==> src/rtl/sipo_pkg.sv <==
// Shared constants and state encoding for the byte-to-block SIPO assembler.
package sipo_pkg;

  localparam int BYTE_W    = 8;
  localparam int NUM_BYTES = 16;
  localparam int BLOCK_W   = BYTE_W * NUM_BYTES;
  localparam int CNT_W     = 5;

  typedef enum logic {
    COLLECT = 1'b0,
    FULL    = 1'b1
  } sipo_state_t;

endpackage

==> src/rtl/sipo_idle_timer.sv <==
// Idle counter for the SIPO assembler: counts enabled cycles and pulses tc_o
// on the cycle the count reaches TIMEOUT_CYCLES-1, then restarts from zero.
module sipo_idle_timer #(
  parameter int TIMEOUT_CYCLES = 100000
) (
  input  logic clk_i,
  input  logic rst_i,
  input  logic en_i,
  output logic tc_o
);

  localparam int CW = (TIMEOUT_CYCLES > 2) ? $clog2(TIMEOUT_CYCLES) : 1;
  localparam logic [CW-1:0] LAST = CW'(TIMEOUT_CYCLES - 1);

  logic [CW-1:0] cnt_q;

  assign tc_o = en_i && (cnt_q == LAST);

  // Count while enabled; any disable (byte arrival, FULL, empty) restarts it.
  always_ff @(posedge clk_i or posedge rst_i) begin
    if (rst_i) begin
      cnt_q <= '0;
    end else if (!en_i || tc_o) begin
      cnt_q <= '0;
    end else begin
      cnt_q <= cnt_q + CW'(1);
    end
  end

endmodule

==> src/rtl/sipo_block_assembler.sv <==
// Serial-in/parallel-out block assembler: collects NUM_BYTES bytes (first byte
// ends up in the top byte lane) and offers the block over valid/ready, with a
// sticky overrun flag for bytes dropped while a block is pending.
// Optional partial-block timeout is enabled by defining SIPO_TIMEOUT_EN.
module sipo_block_assembler
  import sipo_pkg::*;
#(
  parameter int TIMEOUT_CYCLES = 100000
) (
  input  logic               clk,
  input  logic               reset,
  input  logic [BYTE_W-1:0]  byte_in,
  input  logic               byte_valid,
  output logic [BLOCK_W-1:0] block_out,
  output logic               block_valid,
  input  logic               block_ready,
  output logic [CNT_W-1:0]   byte_count,
  output logic               overrun,
  input  logic               overrun_clr
);

  sipo_state_t        state_q, state_d;
  logic [BLOCK_W-1:0] block_q, block_d;
  logic [CNT_W-1:0]   count_q, count_d;
  logic               overrun_q, overrun_d;
  logic [BLOCK_W-1:0] shifted;
  logic               timeout_tc;

  assign shifted = {block_q[BLOCK_W-BYTE_W-1:0], byte_in};

`ifdef SIPO_TIMEOUT_EN
  logic idle_en;

  // Idle only counts while a partial block is held and no byte arrives.
  assign idle_en = (state_q == COLLECT) && (count_q != '0) && !byte_valid;

  sipo_idle_timer #(
    .TIMEOUT_CYCLES (TIMEOUT_CYCLES)
  ) u_idle_timer (
    .clk_i (clk),
    .rst_i (reset),
    .en_i  (idle_en),
    .tc_o  (timeout_tc)
  );
`else
  logic unused_timeout_cfg;

  assign timeout_tc         = 1'b0;
  assign unused_timeout_cfg = ^TIMEOUT_CYCLES;
`endif

  // Next-state logic for the collect/full handshake, shift register and flags.
  always_comb begin
    state_d   = state_q;
    block_d   = block_q;
    count_d   = count_q;
    overrun_d = overrun_q;
    // Clear first so a drop in the same cycle below wins.
    if (overrun_clr) begin
      overrun_d = 1'b0;
    end
    case (state_q)
      COLLECT: begin
        if (byte_valid) begin
          block_d = shifted;
          count_d = count_q + CNT_W'(1);
          if (count_q == CNT_W'(NUM_BYTES - 1)) begin
            state_d = FULL;
          end
        end else if (timeout_tc) begin
          block_d = '0;
          count_d = '0;
        end
      end
      FULL: begin
        if (block_ready) begin
          state_d = COLLECT;
          if (byte_valid) begin
            block_d = shifted;
            count_d = CNT_W'(1);
          end else begin
            count_d = '0;
          end
        end else if (byte_valid) begin
          overrun_d = 1'b1;
        end
      end
      default: begin
        state_d = COLLECT;
      end
    endcase
  end

  // State and datapath registers.
  always_ff @(posedge clk or posedge reset) begin
    if (reset) begin
      state_q   <= COLLECT;
      block_q   <= '0;
      count_q   <= '0;
      overrun_q <= 1'b0;
    end else begin
      state_q   <= state_d;
      block_q   <= block_d;
      count_q   <= count_d;
      overrun_q <= overrun_d;
    end
  end

  assign block_out   = block_q;
  assign block_valid = (state_q == FULL);
  assign byte_count  = count_q;
  assign overrun     = overrun_q;

endmodule

==> config.mk <==
export PLATFORM = sky130hd
export DESIGN_NAME = sipo_block_assembler
export DESIGN_NICKNAME = d
export VERILOG_FILES = /design/src/rtl/sipo_pkg.sv /design/src/rtl/sipo_idle_timer.sv /design/src/rtl/sipo_block_assembler.sv
export SDC_FILE = /design/constraint.sdc
export NUM_CORES = 1
export LEC_CHECK = 0
export CAP_MARGIN = 0
export CORE_MARGIN = 2
export CORE_UTILIZATION = 30
export DETAILED_ROUTE_END_ITERATION = 6
export PLACE_DENSITY = 0.62
export SLEW_MARGIN = 10
export SYNTH_ARGS = -nofsm -noshare
export SYNTH_HDL_FRONTEND = slang
export SYNTH_SLANG_ARGS = --single-unit
==> constraint.sdc <==
create_clock -name clk -period 5.7 [get_ports clk]
set_input_delay 0.855 -clock clk [delete_from_list [all_inputs] [get_ports clk]]
set_output_delay 0.855 -clock clk [all_outputs]
set_load 0.05 [all_outputs]
# After elaboration in Yosys (flattened, before gate mapping)
# Index checks and enable logic that the tools add are counted.
# totals
out_inout_bits,135
word_cells,25
in_bits,13
regBits,135
# classes
muxes,15
bitwise_logic,1
n_eq_ne,3
n_reduce_logical,1
addsub,1
# ops
op,n
$mux 128,2
$pmux 128 s2,1
$mux 5,2
$pmux 5 s2,1
$mux 1,8
$add 5x1->5 const B,1
$eq 5x4->1 const B,1
$ne 2x2->1 const B,2
$pmux 1 s2,1
$reduce_and 2->1,1
$not 1->1,1

# Longest topological paths before layout
# logic_depth
ltp_word,4
mapped_depth,6
mapped_depth_nobuf,6

# Worst setup path before layout
# Ideal clock, no wire load.
# synth_path
path_type,input to register
from,input port block_ready
to,register block_q[0] (netlist: block_out[0])
setup_slack_ns,3.871
cell_stages,5
n_path_buf,2
t_arrival_ns,1.704
required_ns,5.575
setup_time_ns,0.125
cell_sequence,nand2b_4 > nand2_4 > buf_12 > buf_12 > mux2_4
# synth_between
elab_chain_cells,1
# synth_rtl
item,line,source
from (decl),sipo_block_assembler.sv:16,"input logic block_ready,"
$ne 2x2->1 (no source line),-,
to (signal assigned),sipo_block_assembler.sv:103,block_q <= block_d;
to (decl),sipo_block_assembler.sv:23,"logic [BLOCK_W-1:0] block_q, block_d;"
# No other way between the ends.
# A chain may end at the register's enable or synchronous reset.

# Worst setup path after layout
# layout_path
from,input port byte_valid
to,register block_q[47] (netlist: block_out[47])
# layout_between
elab_chain_cells,3
# layout_rtl
item,line,source
from (decl),sipo_block_assembler.sv:13,"input logic byte_valid,"
$mux 128 *,-,
$mux 128,-,
$pmux 128 s2 *,-,
# Every way passes the cells marked *; elsewhere a longest branch is shown, timed or not. The select of a mux whose other input is x is not followed.

==> impl_metrics.ini <==
[clock_tree]
clk_pin_slew_worst_paths_ns = 0.06
cts-root-buf = clkbuf_16
cts_setup_buffers = 0
clkLatencyLatePin_ns = 0.42
cts_resized = 0
cts_tree = yes
numCtsBuffers = 17
clockBufferDepth = 2
cts.sinks = 135
postCtsHoldBufs = 0
cts_max_level = 4

[sta]
worstMarginPinSlew_ns = 1.00
min_period_ns = 3.17
slew_headroom_pct = 33.2
tns_ns = 0
slew_viol_final = 0
hold_violations = 0
setup_viol = 0
clock_skew_ns = 0.00914
max_freq_mhz = 315
rsz0062_at_grt = false
fin_ws_ns = 2.53
post-route-period-util_pct = 55.6

[critical_path]
max_stage_delay_ns = 0.80
cp.required_ns = 5.99
critPathKind = input port to flop
cpLargestDelayFamily = buffers and inverters
crit_slowest_cell = nand2_8
cp-end-kind = flop
arrival_ns = 3.46
path_cells = clkdlybuf4s50_1 > nand2_8 > buf_4 > mux2_1
crit_fanout = 93
path_buf_inv = 2
worst_setup_path_start_kind = input port

[global_route]
track_usage_pct = 12.0
grt_overflow = 0
antenna_found_initial = 0
grt_max_degree = 94
grt_first_pass_wirelength_um = 18500
grt_pass1_vias = 3181

[yosys]
yosysTopAreaCellShare_pct = 58.9
synth_area_um2 = 5730
ys_warn_count = 0
seq_area_frac_synth_pct = 58.9
postSynthAreaPerCell_um2 = 18.5
syn-instance-count = 310
synthesis.nets = 325
synth.area.top_cells = dfrtp_1 (59%), mux2_4 (31%), buf_12 (3.8%), mux2_1 (1.6%), buf_6 (0.59%)
ys_ff_latch = 135
ys_types = 21
yosys.area.top_type = dfrtp_1

[floorplanning]
die_w_um = 142
core_um2 = 18700
dieArea_um2 = 20200
initial_core_util_pct = 30.6
top_level_ports = 148
die_h_um = 142
row_count = 50

[place]
hpwl_um = 7560
numPortBuffers = 147
preCtsSetupSlack_ns = 2.13
dp.cells = 677
gp_congestion = 0.742
postPlaceCellArea_um2 = 7260

[flow_run]
drv_cap = 0

[final_layout]
drive_gt1_share_pct = 32.8
post-route-cell-area_um2 = 7890
stdcell_count = 709
nets = 477
areaGrowthSynthToFinish_pct = 37.6
antennaDiodeCount = 0

[route]
viasPerCell = 4.39
drcViolationCount = 0
routedWlPerCell_um = 16.3
num_vias = 3113
first_iter_violations = 85
firstDrtPassIters = 4
finalWirelength_um = 11500
final_antenna_net_count = 0

[run_status]
outcome = complete, no violations

[min_path]
hold_class = flop to flop
## cells in the final DEF (no fill, tap or decap)
cell	n
clkinv_4	4
xor2_1	2
nand4_1	1
mux2i_1	1
clkbuf_16	17
a21oi_1	1
clkinvlp_4	3
dfrtp_1	135
inv_6	3
bufinv_16	4
and3_1	2
ha_1	2
a211oi_1	1
nand2_8	1
mux2_4	120
o21ai_0	1
inv_1	3
clkdlybuf4s50_1	147
buf_4	2
nand2b_4	1
o22ai_1	5
clkbuf_1	1
nand2_1	8
nor2b_1	1
clkinv_2	1
mux2_1	8
## worst paths after layout
kind	start	endpoint	slack [ns]	depth (start not counted)
min reg2reg	block_out[123]	block_out[123]	0.52	1
max	byte_valid	block_out[47]	2.53	4
max in group asynchronous	reset	block_out[47]	3.52	3
max reg2reg	block_valid	block_out[47]	2.97	4
min in group asynchronous	reset	block_out[76]	0.96	2
min	block_out[123]	block_out[123]	0.52	1
## registers in the layout (all words and copies together), names as in the netlist
register,count
overrun,1
byte_count,5
block_valid,1
block_out,128
## per-layer routing
metal	share of wire [%]	GRT usage, %	wire length [um]	vias up
met1	48	16.5	5520	1570
met5	0	0	0	-
li1	-	-	-	1404
met2	41	15.9	4750	127
met4	1.0	4.05	117	0
met3	9.8	6.22	1130	12
## final cells by class
class,instances,area [um2]
Inverter,4,20.0
Timing Repair Buffer,149,1490
Clock buffer,18,429
Fill cell,1661,10800
Tap cell,234,293
Multi-Input combinational cell,155,2080
Sequential cell,135,3380
Clock inverter,14,200
## cell usage after synthesis
cell and count:
inv_1 4, clkbuf_1 1, buf_4 1, dfrtp_1 135, mux2i_1 1, o22ai_1 5, buf_12 11, and3_1 2
xor2_1 2, o21ai_0 1, nand2b_4 1, a211oi_1 1, mux2_4 120, mux2_1 8, nand2_4 1, nand4_1 1
buf_6 3, ha_1 2, a21oi_1 1, nand2_1 8, nor2b_1 1
## kinds of logic (layout without fill, tap and decap cells)
kind of cell / after synthesis / in the layout / synth area share, %
AOI/OAI and AO/OA: 8 / 8 / 0.851
xor gates and xnor gates: 2 / 2 / 0.306
adders and majority gates: 2 / 2 / 0.437
buffers and inverters: 20 / 185 / 4.89
DFF: 135 / 135 / 58.9
muxes: 129 / 129 / 33.2
and+or+nand+nor: 14 / 14 / 1.40
## metrics by stage
| step | util, % | hold slack [ns] |
|---|---|---|
| 6_report | 42.2 | 0.515 |
| 5_1_grt | 42.2 | 0.534 |
| 4_1_cts | 42.2 | 0.517 |
| 3_5_place_dp | 38.8 | 0.504 |
| 3_3_place_gp | 38.8 | 0.495 |
| 2_1_floorplan | - | 0.770 |
Power is left out: the tool's default activity adds up to more than one toggle a clock period on the data nets, which glitch-free logic cannot reach.
